**src/rtl/rst_sequencer.sv**
```systemverilog
// Reset sequencer: synchronizes the board reset, debounces a push-button, and
// releases debug, peripheral and core resets in a fixed staged order.
module rst_sequencer #(
  parameter int SyncStages     = 2,
  parameter int HoldCycles     = 1024,
  parameter int StageGapCycles = 16,
  parameter int DebounceCycles = 50000
) (
  input  logic       clk_i,
  input  logic       rst_ni,
  input  logic       btn_rst_ni,
  input  logic       ndm_reset_req_i,
  output logic       rst_dbg_no,
  output logic       rst_periph_no,
  output logic       rst_core_no,
  output logic [1:0] rst_cause_o
);

  localparam int MaxCycles = (HoldCycles > StageGapCycles) ? HoldCycles : StageGapCycles;
  localparam int CntW      = $clog2(MaxCycles + 1);
  localparam int DbW       = $clog2(DebounceCycles + 1);

  localparam logic [CntW-1:0] HoldLast = CntW'(HoldCycles - 1);
  localparam logic [CntW-1:0] GapLast  = CntW'(StageGapCycles - 1);
  localparam logic [DbW-1:0]  DbMax    = DbW'(DebounceCycles);

  typedef enum logic [1:0] {
    HOLD,
    PERIPH,
    RUN
  } state_e;

  logic [SyncStages-1:0] rst_sync_d, rst_sync_q;
  logic [SyncStages-1:0] btn_sync_d, btn_sync_q;
  logic [DbW-1:0]        db_cnt_d, db_cnt_q;
  logic [CntW-1:0]       cnt_d, cnt_q;
  logic [1:0]            cause_d, cause_q;
  state_e                state_d, state_q;
  logic                  periph_d, periph_q;
  logic                  core_d, core_q;

  logic rst_sync_n;
  logic btn_sync_n;
  logic btn_pressed;
  logic req;

  always_comb begin
    rst_sync_d = {rst_sync_q[SyncStages-2:0], 1'b1};
    btn_sync_d = {btn_sync_q[SyncStages-2:0], btn_rst_ni};
  end

  assign rst_sync_n = rst_sync_q[SyncStages-1];
  assign btn_sync_n = btn_sync_q[SyncStages-1];

  // Saturating count of consecutive low samples; a press is a full-length run.
  always_comb begin
    db_cnt_d = db_cnt_q;
    if (btn_sync_n) begin
      db_cnt_d = '0;
    end else if (db_cnt_q != DbMax) begin
      db_cnt_d = db_cnt_q + 1'b1;
    end
  end

  assign btn_pressed = (db_cnt_q == DbMax);
  assign req         = btn_pressed | ndm_reset_req_i;

  always_comb begin
    state_d = state_q;
    cnt_d   = cnt_q;
    cause_d = cause_q;
    if (!rst_sync_n) begin
      state_d = HOLD;
      cnt_d   = '0;
    end else begin
      case (state_q)
        HOLD: begin
          if (req) begin
            cnt_d = '0;
          end else if (cnt_q == HoldLast) begin
            state_d = PERIPH;
            cnt_d   = '0;
          end else begin
            cnt_d = cnt_q + 1'b1;
          end
        end
        PERIPH: begin
          if (req) begin
            state_d = HOLD;
            cnt_d   = '0;
            cause_d = {ndm_reset_req_i, btn_pressed};
          end else if (cnt_q == GapLast) begin
            state_d = RUN;
            cnt_d   = '0;
          end else begin
            cnt_d = cnt_q + 1'b1;
          end
        end
        RUN: begin
          if (req) begin
            state_d = HOLD;
            cnt_d   = '0;
            cause_d = {ndm_reset_req_i, btn_pressed};
          end
        end
        default: begin
          state_d = HOLD;
          cnt_d   = '0;
        end
      endcase
    end
  end

  // Outputs come from the next state so the registered copies line up with state_q.
  always_comb begin
    periph_d = (state_d == PERIPH) || (state_d == RUN);
    core_d   = (state_d == RUN);
  end

  always_ff @(posedge clk_i or negedge rst_ni) begin
    if (!rst_ni) begin
      rst_sync_q <= '0;
      btn_sync_q <= '1;
      db_cnt_q   <= '0;
      state_q    <= HOLD;
      cnt_q      <= '0;
      cause_q    <= 2'b00;
      periph_q   <= 1'b0;
      core_q     <= 1'b0;
    end else begin
      rst_sync_q <= rst_sync_d;
      btn_sync_q <= btn_sync_d;
      db_cnt_q   <= db_cnt_d;
      state_q    <= state_d;
      cnt_q      <= cnt_d;
      cause_q    <= cause_d;
      periph_q   <= periph_d;
      core_q     <= core_d;
    end
  end

  assign rst_dbg_no    = rst_sync_n;
  assign rst_periph_no = periph_q;
  assign rst_core_no   = core_q;
  assign rst_cause_o   = cause_q;

endmodule

```
**config.mk**
```make
export PLATFORM = sky130hd
export DESIGN_NAME = rst_sequencer
export DESIGN_NICKNAME = d
export VERILOG_FILES = /design/src/rtl/rst_sequencer.sv
export SDC_FILE = /design/constraint.sdc
export NUM_CORES = 1
export LEC_CHECK = 0
export CAP_MARGIN = 10
export CORE_ASPECT_RATIO = 0.9
export CORE_MARGIN = 3
export CORE_UTILIZATION = 41
export DETAILED_ROUTE_END_ITERATION = 8
export GPL_TIMING_DRIVEN = 0
export PLACE_DENSITY = 0.55
export SLEW_MARGIN = 20
export SYNTH_ARGS = -nofsm -noshare
export SYNTH_HDL_FRONTEND = slang
export SYNTH_SLANG_ARGS = --single-unit
export TNS_END_PERCENT = 100
```
**constraint.sdc**
```tcl
create_clock -name clk_i -period 3.05 [get_ports clk_i]
set_clock_uncertainty 0.1 [all_clocks]
set_input_delay 0.4575 -clock clk_i [delete_from_list [all_inputs] [get_ports clk_i]]
set_output_delay 0.4575 -clock clk_i [all_outputs]
set_load 0.05 [all_outputs]
```
Word level (Yosys, flattened, before mapping)
Index checks and enable logic that the tools add are counted.
{"block": "totals", "regBits": 37, "latchBits": 0, "ram_bits": 0, "mem_bits_ro": 0, "in_bits": 4, "out_inout_bits": 5, "word_cells": 41, "n_memories": 0}
{"block": "classes", "n_addsub": 2, "mul": 0, "div_mod_pow": 0, "magnitude_cmp": 0, "n_eq_ne": 9, "shifts": 0, "muxes": 16, "n_bitwise": 1, "n_reduce_logical": 5}
{"op": "$mux W11", "count": 6}
{"op": "$pmux W11 S3", "count": 1}
{"op": "$mux W16", "count": 2}
{"op": "$add A16 B1 Y16 const B", "count": 1}
{"op": "$eq A16 B16 Y1 const B", "count": 1}
{"op": "$ne A16 B16 Y1 const B", "count": 1}
{"op": "$mux W2", "count": 6}
{"op": "$add A11 B1 Y11 const B", "count": 1}
{"op": "$eq A11 B10 Y1 const B", "count": 1}
{"op": "$eq A11 B4 Y1 const B", "count": 1}
{"op": "$pmux W2 S3", "count": 1}
{"op": "$eq A2 B1 Y1 const B", "count": 2}
{"op": "$eq A2 B2 Y1 const B", "count": 2}
{"op": "$ne A3 B3 Y1 const B", "count": 1}
{"op": "$reduce_and A3 Y1", "count": 1}
{"op": "$logic_not A2 Y1", "count": 1}
{"op": "$reduce_bool A2 Y1", "count": 1}
{"op": "$reduce_or A2 Y1", "count": 1}
{"op": "$logic_or A1 B1 Y1", "count": 1}
{"op": "$or A1 B1 Y1", "count": 1}

Logic depth before layout (Yosys ltp)
Gate-level depths: netlist of run 1.
{"block": "depth", "depth_word": 7, "ltp_mapped": 9}

Worst setup path before layout of run 1
Ideal clock, no wire load.
{"block": "synth_path", "path_kind": "register -> register", "from": "register db_cnt_q[0]", "to": "register periph_q, in the netlist rst_periph_no", "setup_time_ps": 63, "arrival_ps": 2284, "required_time_ps": 2887, "path_slack_ps": 603, "path_stages_with_launch": 10, "n_path_buf": 0, "period_less_slack_ps": 2447, "path_cell_list": "dfrtp_1 inv_1 ha_1 or4b_4 nor4_4 nor3_1 o32a_2 nor3_1 ha_1 inv_1"}
{"block": "synth_between", "elab_chain_len": 7, "word_cells_on_any_way": 10, "cone_classes": "eq/ne (3); mux (5); bitwise (1); reduce/logical (1)"}
{"element": "start: declaration", "line_no": "35", "rtl": "logic [DbW-1:0] db_cnt_d, db_cnt_q;"}
{"element": "start signal: assignment", "line_no": "133", "rtl": "db_cnt_q <= db_cnt_d;"}
{"element": "$eq A16 B16 Y1 *", "line_no": "65", "rtl": "assign btn_pressed = (db_cnt_q == DbMax);"}
{"element": "$or A1 B1 Y1 *", "line_no": "66", "rtl": "assign req = btn_pressed | ndm_reset_req_i;"}
{"element": "$mux W2, on equally long branches", "line_no": "100, 78, 88"}
{"element": "$pmux W2 S3 *", "line_no": "76", "rtl": "case (state_q)"}
{"element": "$mux W2 *", "line_no": "72", "rtl": "if (!rst_sync_n) begin"}
{"element": "net state_d[1]", "line_no": "38", "rtl": "state_e state_d, state_q;"}
{"element": "$eq A2 B1 Y1 or $eq A2 B2 Y1 (tied branches)", "line_no": "116", "rtl": "periph_d = (state_d == PERIPH) || (state_d == RUN);"}
{"element": "$logic_or A1 B1 Y1 *", "line_no": "116"}
{"element": "net periph_d", "line_no": "39", "rtl": "logic periph_d, periph_q;"}
{"element": "end signal: assignment", "line_no": "137", "rtl": "periph_q <= periph_d;"}
{"element": "end: declaration", "line_no": "39"}
The timed path passes the listed nets; every way through them passes the cells marked *.
A chain may end at the register's enable or synchronous reset.

Worst setup path after layout of run 1
Same ends and word-level chain as after synthesis.

==> metrics.yaml, run 1 <==
worstPathRequired_ns: 3.18
worst-path-buf-inv: 2
grt_pass1_wl_um: 7070
vias_per_cell: 5.22
syn_area_um2: 1920
cts-root-buf: "clkbuf_8"
min_period_over_period_pct: 91.1
cts_resized: 0
peakVddDrop_mv: 0.302
die_h_um: 70.9
routed_wl_um: 3770
highest_layer: "met4"
synth-seq-cells: 37
first_pass_iters: 4
setup-tns-final_ns: 0
maxSlewViolCount: 0
hp-class: "register to register"
wl_met3_um: 102
crit_arrival_ns: 2.91
cts-htree-levels: 2
cts_made_buffers: 5
p_leak_nw: 0.967
die_x_um: 78.1
max_freq_mhz: 360
cp_max_fo: 7
fin_nets: 219
ios: 9
dp_hpwl_um: 2730
critical_path.top_delay_family: "simple AND/OR/NAND/NOR gates"
core_area_um2: 4290
drive_gt1_share_pct: 11.1
grt_pass1_vias: 1455
netlist_instances: 190
hold_violations: 0
crit_path_max_incr_delay_ns: 0.55
num_vias: 1400
power_density_nw_per_um2: 411
finalSetupViolations: 0
die_area_um2: 5540
clkLatencyLatePin_ns: 0.29
ant_nets: 0
synthAdderAreaFrac_pct: 5.22
synthSimpleGateAreaFrac_pct: 24.4
num_antenna_cells: 0
cts_tree: "built"
gp_congestion: 0.786
synth_compound_area_share_pct: 9.00
regArea_um2: 928
seq_area_frac_synth_pct: 48.4
wl_met1_um: 2070
overflow: 0
wire_per_inst_um: 14.1
met2_length_um: 1560
grt_usage_pct: 15.9
synth_edf_count: 0
initial_core_util_pct: 44.7
drt_iter0_drc: 79
num-fill-cells: 417
synthArstFlopShare_pct: 100
status: "finished, final reports clean"
multi_input_area_um2: 941
rows: 22
slowest_stage: "nor4_4"
syn_nets: 202
min_period_ns: 2.78
startpoint_type: "register"
dp.cells: 259
syn_to_final_growth_pct: 13.9
worstSetupPathType: "register to register"
drc: 0
ys_warn_count: 0
max_slew_margin_pct: 63.8
muxShareOfSynthArea_pct: 1.11
grt_antenna_before_repair: 0
synth_xor_xnor_area_share_pct: 9.13
path_clk_slew_ns: 0.08
maxCapViolCount: 0
yosysUniqueCellTypes: 45
fin_cells: 268
postLayoutCoreUtil_pct: 50.9
tightestPinTransition_ns: 0.539
io_buffers: 8
synth_ff_type: "dfrtp_1"
grt_max_degree: 26
path_cells: "inv_1 -> ha_1 -> or4b_4 -> nor4_4 -> nor3_1 -> o32a_2 -> nor3_1 -> ha_1 -> inv_1"
cp-end-kind: "register"
synth_area_per_cell_um2: 10.1
synth_top_family_by_area: "simple AND/OR/NAND/NOR gates"
clock_path_buffers: 2
cts.sinks: 37
rsz0062_at_grt: "no"
## registers in the layout, indices dropped and copies added, names as in the netlist
register	count
state_q	2
rst_sync_q	2
rst_cause_o	2
cnt_q	11
rst_core_no	1
db_cnt_q	16
btn_sync_q	2
rst_periph_no	1
## synthesized netlist by cell type (2+ instances only)
| library cell | n | share of area [%] |
|---|---|---|
| nand2_1 | 14 | 2.7 |
| dfrtp_1 | 35 | 46 |
| xnor2_1 | 5 | 2.3 |
| a22o_1 | 3 | 1.4 |
| or3_1 | 2 | 0.65 |
| xor2_1 | 15 | 6.8 |
| nand4_1 | 2 | 0.65 |
| dfstp_2 | 2 | 2.7 |
| and3_1 | 4 | 1.3 |
| a21o_1 | 2 | 0.78 |
| nor2_1 | 27 | 5.3 |
| o21ai_0 | 3 | 0.78 |
| ha_1 | 8 | 5.2 |
| nand3_1 | 14 | 3.7 |
| inv_1 | 8 | 1.6 |
| and3_2 | 2 | 0.78 |
| a21oi_1 | 2 | 0.52 |
| nor3_1 | 8 | 2.1 |
| and4_1 | 3 | 1.4 |
| or4_1 | 2 | 0.78 |
| o21ai_1 | 5 | 1.3 |
## cell type report
cell class | count | area share [%]
well taps | 60 | 3.44
plain buffers | 3 | 0.859
inverters | 8 | 1.37
multi-input cells | 142 | 43.1
clock inverters | 3 | 0.802
clock buffers | 5 | 3.15
flip-flops and latches | 37 | 42.5
repair buffers | 10 | 4.81
## placed cells by master, fill, tap and decap left out, types with 2 or more instances in the layout
master,netlist,routed
dfrtp_1,35,35
nor2_1,27,27
xor2_1,15,15
nand3_1,14,14
nand2_1,14,14
inv_1,8,8
nor3_1,8,8
ha_1,8,8
clkdlybuf4s50_1,0,7
o21ai_1,5,5
xnor2_1,5,5
clkbuf_8,0,5
and3_1,4,4
o21ai_0,3,3
a22o_1,3,3
and4_1,3,3
nand4_1,2,2
or4_1,2,2
or3_1,2,2
a21o_1,2,2
and3_2,2,2
a21oi_1,2,2
dfstp_2,2,2
clkinv_2,0,2
## power breakdown
group	total [mW]	leakage, nW	internal (mW)	switching [mW]
combinational	0.0509	0.431	0.0204	0.0305
sequential	0.506	0.491	0.498	0.00732
clock	0.341	0.0439	0.158	0.183
total	0.897	0.967	0.676	0.221
## path summary, 6_finish.rpt
path	startpoint	to	slack [ns]	depth (start not counted)
worst max-delay path	db_cnt_q[0]	rst_periph_no	0.27	9
min in group asynchronous	rst_ni	cnt_q[0]	0.49	2
worst min-delay path	rst_sync_q[0]	rst_sync_q[1]	0.25	0
worst max register to register	db_cnt_q[0]	rst_periph_no	0.27	9
worst min register to register	rst_sync_q[0]	rst_sync_q[1]	0.25	0
max in group asynchronous	rst_ni	btn_sync_q[1]	1.84	3
## kinds of logic after synthesis
logic type,Yosys count
other,1
and+or+nand+nor,87
buffers and inverters,11
xor gates and xnor gates,20
AOI/OAI and AO/OA,24
muxes,2
adders and majority gates,8
DFF,37
## per-stage QoR
step | cell area [um^2] | total power [mW] | hold slack [ns] | worst slack, ns
after global routing | 2180 | 0.938 | 0.270 | 0.0787
after detailed placement | 2090 | 0.566 | 0.237 | 0.279
final | 2180 | 0.897 | 0.250 | 0.270
after floorplan | 1920 | 0.539 | 0.0619 | 0.603
after CTS | 2180 | 0.911 | 0.254 | 0.246
after global placement | 2070 | 0.561 | 0.235 | 0.315
## per-layer routing
metal	vias up	GRT usage, %
li1	697	-
met1	677	24.4
met2	22	22.2
met3	4	3.44
met4	0	4.66
met5	-	0
## what timing repair did
| item | 4_1_cts | 5_1_grt |
|---|---|---|
| buffers inserted | 0 | 0 |
| endpoints found under the setup margin | 0 | 0 |
| hold buffers | 1 | 0 |
| endpoints found under the hold margin | 12 | 0 |
Note: power is estimated with default switching activity, not from simulation.
==> run 2, diff against run 1 <==
ABC_AREA = 1   (was unset)
MAX_ROUTING_LAYER = met4   (was unset)
==> run 2 against run 1 <==
Effect of this change:
- setup slack improved by 0.61 ns
- synthesized cell count increased by 48%
- non-clock buffer count unchanged
- flip-flop and latch count unchanged
- synthesized area increased by 13%
==> metrics.yaml, run 2 <==
worstSetupPathType: "register to primary output"
clkLatencyLatePin_ns: 0.28  # about the same
setup_ws_ns: 0.882  # +0.612 ns
r2r_cells: 10  # +1
grt_max_degree: 29  # +12%
synth_ff_type: "dfrtp_1"
wire_per_inst_um: 11.9  # -16%
max_slew_margin_pct: 66.9  # +3.0 points
cp-end-kind: "primary output"
num-fill-cells: 514  # +23%
final_cell_mix: "nand2_1, inv_1, dfrtp_1"
critical_path.top_delay_family: "buffers and inverters"
cts.sinks: 37  # unchanged
syn_to_final_growth_pct: 12.4
finalSetupViolations: 0  # unchanged
cts_resized: 0  # unchanged
peakVddDrop_mv: 0.250  # -17%
drt_iter0_drc: 86  # +8.9%
first_pass_iters: 4  # unchanged
num_vias: 1714  # +22%
r2r_setup_slack_ns: 1.01  # +0.74 ns
maxSlewViolCount: 0  # unchanged
die_area_um2: 6190  # +12%
timing.rr.end: "rst_periph_no"
cts_tree: "built"
power_density_nw_per_um2: 366  # -11%
rsz0062_at_grt: "no"
cts-root-buf: "clkbuf_8"
muxShareOfSynthArea_pct: 0  # -1.1 points
regArea_um2: 928  # unchanged
worstPathRequired_ns: 2.49  # -0.69 ns
worst-path-buf-inv: 1  # -1
crit_path_max_incr_delay_ns: 0.85  # +0.30 ns
synth_area_leaders: "dfrtp_1, nand2_1, inv_1, nor2_1, ha_1"
synth_edf_count: 0  # unchanged
hold_end: "rst_sync_q[1]"
startpoint_type: "register"
grt_antenna_before_repair: 0  # unchanged
ant_nets: 0  # unchanged
synthArstFlopShare_pct: 100  # unchanged
min_period_ns: 2.17  # -0.612 ns
ios: 9  # unchanged
syn_area_um2: 2160  # +13%
top_regs: "db_cnt_q x16, cnt_q x11"
setup-tns-final_ns: 0  # unchanged
largest_reg_flops: 16  # unchanged
synthAdderAreaFrac_pct: 4.63  # -0.59 points
met2_length_um: 1570  # +0.32%
cts_made_buffers: 5  # unchanged
synth_top_family_by_area: "simple AND/OR/NAND/NOR gates"
maxCapViolCount: 0  # unchanged
seq_area_frac_synth_pct: 42.9  # -5.5 points
whs_path_depth: 0  # unchanged
postLayoutCoreUtil_pct: 49.1  # -1.8 points
core_area_um2: 4950  # +15%
synthTopCellsByCount: "nand2_1, inv_1, dfrtp_1"
drc: 0  # unchanged
min_period_over_period_pct: 71.1  # -20 points
max_freq_mhz: 461  # +28%
synth_area_per_cell_um2: 7.70  # -24%
r2r_start: "cnt_q[1]"
p_leak_nw: 1.16  # +20%
drive_gt1_share_pct: 12.0  # +0.98 points
synth_xor_xnor_area_share_pct: 0.405  # -8.7 points
place_ws_ns: 0.971  # +0.693 ns
wl_met3_um: 138  # +35%
syn_nets: 293  # +45%
path_clk_slew_ns: 0.07  # about the same
yosysUniqueCellTypes: 34  # -24%
ys_warn_count: 0  # unchanged
multi_input_area_um2: 1050  # +11%
io_buffers: 8  # unchanged
yosysMostFrequentCell: "nand2_1"
top_register: "db_cnt_q"
gp_congestion: 0.809  # +2.9%
slowest_stage: "clkdlybuf4s50_1"
grt_usage_pct: 16.3  # +0.47 points
hp-class: "register to register"
highest_layer: "met4"
yosys.area.top_type_share_pct: 40.5  # -5.2 points
clock_path_buffers: 2  # unchanged
die_h_um: 74.9  # +5.7%
initial_core_util_pct: 43.7  # -1.0 points
overflow: 0  # unchanged
tightestPinTransition_ns: 0.495  # -0.0431 ns
cp_max_fo: 6  # -1
grt_pass1_wl_um: 7400  # +4.7%
num_antenna_cells: 0  # unchanged
crit_arrival_ns: 1.61  # -1.30 ns
rows: 24  # +9.1%
synth-seq-cells: 37  # unchanged
layout_commonest_cell: "nand2_1"
routed_wl_um: 4320  # +15%
hp-start: "rst_sync_q[0]"
post_cts_buffers: 0  # unchanged
grt_pass1_vias: 1507  # +3.6%
synth_compound_area_share_pct: 9.49  # +0.48 points
wl_met1_um: 2590  # +25%
hold_buffers: 1  # unchanged
path_cells: "clkdlybuf4s50_1"
fin_nets: 310  # +42%
netlist_instances: 281  # +48%
dp_hpwl_um: 3240  # +18%
synthSimpleGateAreaFrac_pct: 33.7  # +9.3 points
cts-htree-levels: 2  # unchanged
synth_top_area_cell: "dfrtp_1"
hold_violations: 0  # unchanged
die_x_um: 82.6  # +5.7%
status: "finished, final reports clean"
vias_per_cell: 4.71  # -9.9%
run 2: how the worst max path moves through the flow:
stage | startpoint | cells after the start | endpoint | slack [ns]
global route | cnt_q[1] | 10 | rst_periph_no | 0.80
CTS | rst_sync_q[1] | 1 | rst_dbg_no | 0.86
floorplan | rst_sync_q[1] | 9 | rst_periph_no | 1.17
global placement | rst_ni | 1 | rst_core_no | 0.48
detailed placement | ndm_reset_req_i | 9 | rst_periph_no | 0.97
finish | rst_sync_q[1] | 1 | rst_dbg_no | 0.88
run 2: final cells by class:
class	instances	share of cell area (%)
well taps	65	3.34
clock buffers	6	2.98
inverters	44	6.84
clock inverters	2	0.412
plain buffers	3	0.926
flip-flops and latches	37	38.2
multi-input cells	197	43.0
repair buffers	10	4.32
run 2: cells by family after synthesis:
kind of cell	after synthesis
compound gates	38
xor+xnor	1
fa+ha+maj	8
buf+inv	47
flops	37
other cells	1
simple gates	149
run 2: where the power goes:
group | switching [mW] | internal, mW
logic | 0.0354 | 0.0185
registers | 0.00653 | 0.498
clock network | 0.173 | 0.159
total | 0.215 | 0.675
run 2: layer usage:
layer / vias to the layer above / track usage [%]
met3: 2 / 3.95
met5: - / -
li1: 939 / -
met2: 21 / 20.4
met4: 0 / 4.36
met1: 752 / 25.6
run 2: metrics by stage:
stage / power, mW / instances / hold WS, ns / instance area [um^2]
3_3_place_gp: 0.566 / 354 / 0.236 / 2320
2_1_floorplan: 0.543 / 281 / 0.0619 / 2160
3_5_place_dp: 0.568 / 355 / 0.240 / 2340
6_report: 0.890 / 364 / 0.255 / 2430
4_1_cts: 0.910 / 364 / 0.259 / 2430
5_1_grt: 0.944 / 364 / 0.262 / 2430
==> run 3, diff against run 2 <==
clock period = 2 ns   (was 3.05 ns; I/O delays follow)
==> run 3 against run 2 <==
Effect of this change:
- flip-flop and latch count unchanged
- clock-buffer cell count did not move
- largest cell class unchanged
- design area is 7.0% higher
- first-iteration DRC count grew 2.3%
- critical path type is now register to register
- largest power group unchanged
- wire length increased by 6.6%
- sequential power grew 52%
- non-clock buffer count rose by 13
- combinational power up 86%
- via count grew 5.3%
- power up 55%
- die area stayed put
- highest routed layer unchanged
==> metrics.yaml, run 3 (synthesis gave the netlist of run 2 again) <==
status: "finished, final reports clean"
layout_commonest_cell: "nand2_1"
routed_wl_um: 4610  # +6.6%
rows: 24  # unchanged
finalPower_mw: 1.38  # +55%
top_register: "db_cnt_q"
grt_max_degree: 29  # unchanged
clock_path_buffers: 2  # unchanged
die_area_um2: 6190  # unchanged
path_clk_slew_ns: 0.07  # about the same
hp-class: "register to register"
num-fill-cells: 497  # -3.3%
finalSetupViolations: 0  # unchanged
startpoint_type: "register"
setup_ws_ns: 0.0530  # -0.829 ns
crit_arrival_ns: 2.04  # +0.43 ns
ios: 9  # unchanged
syn_to_final_growth_pct: 20.4
top_regs: "db_cnt_q x16, cnt_q x11"
grt_pass1_vias: 1511  # +0.27%
die_h_um: 74.9  # unchanged
max_freq_mhz: 514
r2r_start: "cnt_q[1]"
gp_congestion: 0.809  # unchanged
min_period_over_period_pct: 97.4
setup-tns-final_ns: 0  # unchanged
hold_violations: 0  # unchanged
postLayoutCoreUtil_pct: 52.6  # +3.5 points
cts-htree-levels: 2  # unchanged
num_antenna_cells: 0  # unchanged
vias_per_cell: 4.79  # +1.6%
setup.worst_path.start: "cnt_q[1]"
initial_core_util_pct: 43.7  # unchanged
grt_antenna_before_repair: 0  # unchanged
min_period_ns: 1.95
worstPathRequired_ns: 2.09  # -0.40 ns
maxSlewViolCount: 0  # unchanged
drive_gt1_share_pct: 18.6  # +6.5 points
worstSetupPathType: "register to register"
clkLatencyLatePin_ns: 0.29  # about the same
rsz0062_at_grt: "yes"
drc: 0  # unchanged
drt_iter0_drc: 88  # +2.3%
cp-end-kind: "register"
overflow: 0  # unchanged
wire_per_inst_um: 12.2  # +2.9%
io_buffers: 8  # unchanged
die_x_um: 82.6  # unchanged
r2r_setup_slack_ns: 0.05  # -0.96 ns
dp_hpwl_um: 3240  # unchanged
core_area_um2: 4950  # unchanged
largest_reg_flops: 16  # unchanged
power_density_nw_per_um2: 531  # +45%
peakVddDrop_mv: 0.361  # +44%
timing.rr.end: "rst_periph_no"
cts-root-buf: "clkbuf_8"
cts_made_buffers: 5  # unchanged
num_vias: 1804  # +5.3%
r2r_cells: 10  # unchanged
cts.sinks: 37  # unchanged
cts_tree: "built"
endpoint: "rst_periph_no"
place_ws_ns: -0.0434  # -1.01 ns
grt_usage_pct: 16.3  # +0.026 points
p_leak_nw: 1.25  # +8.2%
ant_nets: 0  # unchanged
grt_pass1_wl_um: 7410  # +0.19%
maxCapViolCount: 0  # unchanged
final_cell_mix: "nand2_1, inv_1, dfrtp_1"
fin_nets: 323  # +4.2%
cp_max_fo: 4  # -2
first_pass_iters: 4  # unchanged
[run 3: changes by cell type in the layout (fill, tap and decap cells not counted), sizes merged]
cell           delta
buf              +13
clkdlybuf4s50     -1
dlygate4sd2       +1
inv               -1
clkinv            +1
[run 3: timing repair]
item / CTS / global route
hold endpoints to repair: 9 / 0
hold buffers: 1 / 0
setup buffers: 1 / 12
endpoints found under the setup margin: 2 / 2
resized for setup: 3 / 16
pin swaps: 0 / 8
[run 3: cell type report]
| class | count | area (um^2) | area share [%] |
|---|---|---|---|
| clock inverter | 2 | 10.0 | 0.384 |
| multi-input combinational | 197 | 1120 | 42.9 |
| tap | 65 | 81.3 | 3.12 |
| timing repair buffer | 23 | 201 | 7.74 |
| sequential | 37 | 928 | 35.7 |
| clock buffer | 6 | 72.6 | 2.79 |
| inverter | 44 | 171 | 6.58 |
| buffer | 3 | 22.5 | 0.865 |
[run 3: stage by stage]
| step | cell area [um^2] | instances | hold slack [ns] |
|---|---|---|---|
| floorplan | 2160 | 281 | -0.0956 |
| global placement | 2320 | 354 | 0.236 |
| detailed placement | 2340 | 355 | 0.0872 |
| CTS | 2450 | 365 | 0.259 |
| global route | 2600 | 377 | 0.262 |
| finish | 2600 | 377 | 0.255 |
[run 3: how the worst min path moves through the flow]
stage	from	endpoint	slack [ns]	cells past startpoint
2_1_floorplan	rst_ni	cnt_q[0]	-0.1	0
3_3_place_gp	rst_sync_q[0]	rst_sync_q[1]	0.24	0
3_5_place_dp	rst_ni	db_cnt_q[5]	0.09	1
4_1_cts	btn_sync_q[0]	btn_sync_q[1]	0.26	0
5_1_grt	btn_sync_q[0]	btn_sync_q[1]	0.26	0
6_report	rst_sync_q[0]	rst_sync_q[1]	0.25	0
[run 3: power by group]
part | switching, mW | total [mW] | internal (mW)
clock | 0.272 | 0.514 | 0.242
sequential | 0.00981 | 0.770 | 0.760
combinational | 0.0613 | 0.100 | 0.0387
[run 3: metal layers]
metal / global-route usage (%) / wire (um) / vias up
li1: - / - / 968
met1: 25.7 / 2630 / 807
met2: 20.4 / 1770 / 21
met3: 3.95 / 131 / 8
met4: 4.36 / 66 / 0
met5: - / 0 / -
[run 3: worst max-delay path: stages, from the launching register on]
cell,delay (ns)
dfrtp_1,0.43
ha_4,0.19
nand2_4,0.05
nor2_4,0.18
nand2_4,0.08
nor2_4,0.13
nand4_1,0.12
a21oi_2,0.19
inv_1,0.06
ha_1,0.27
inv_1,0.03
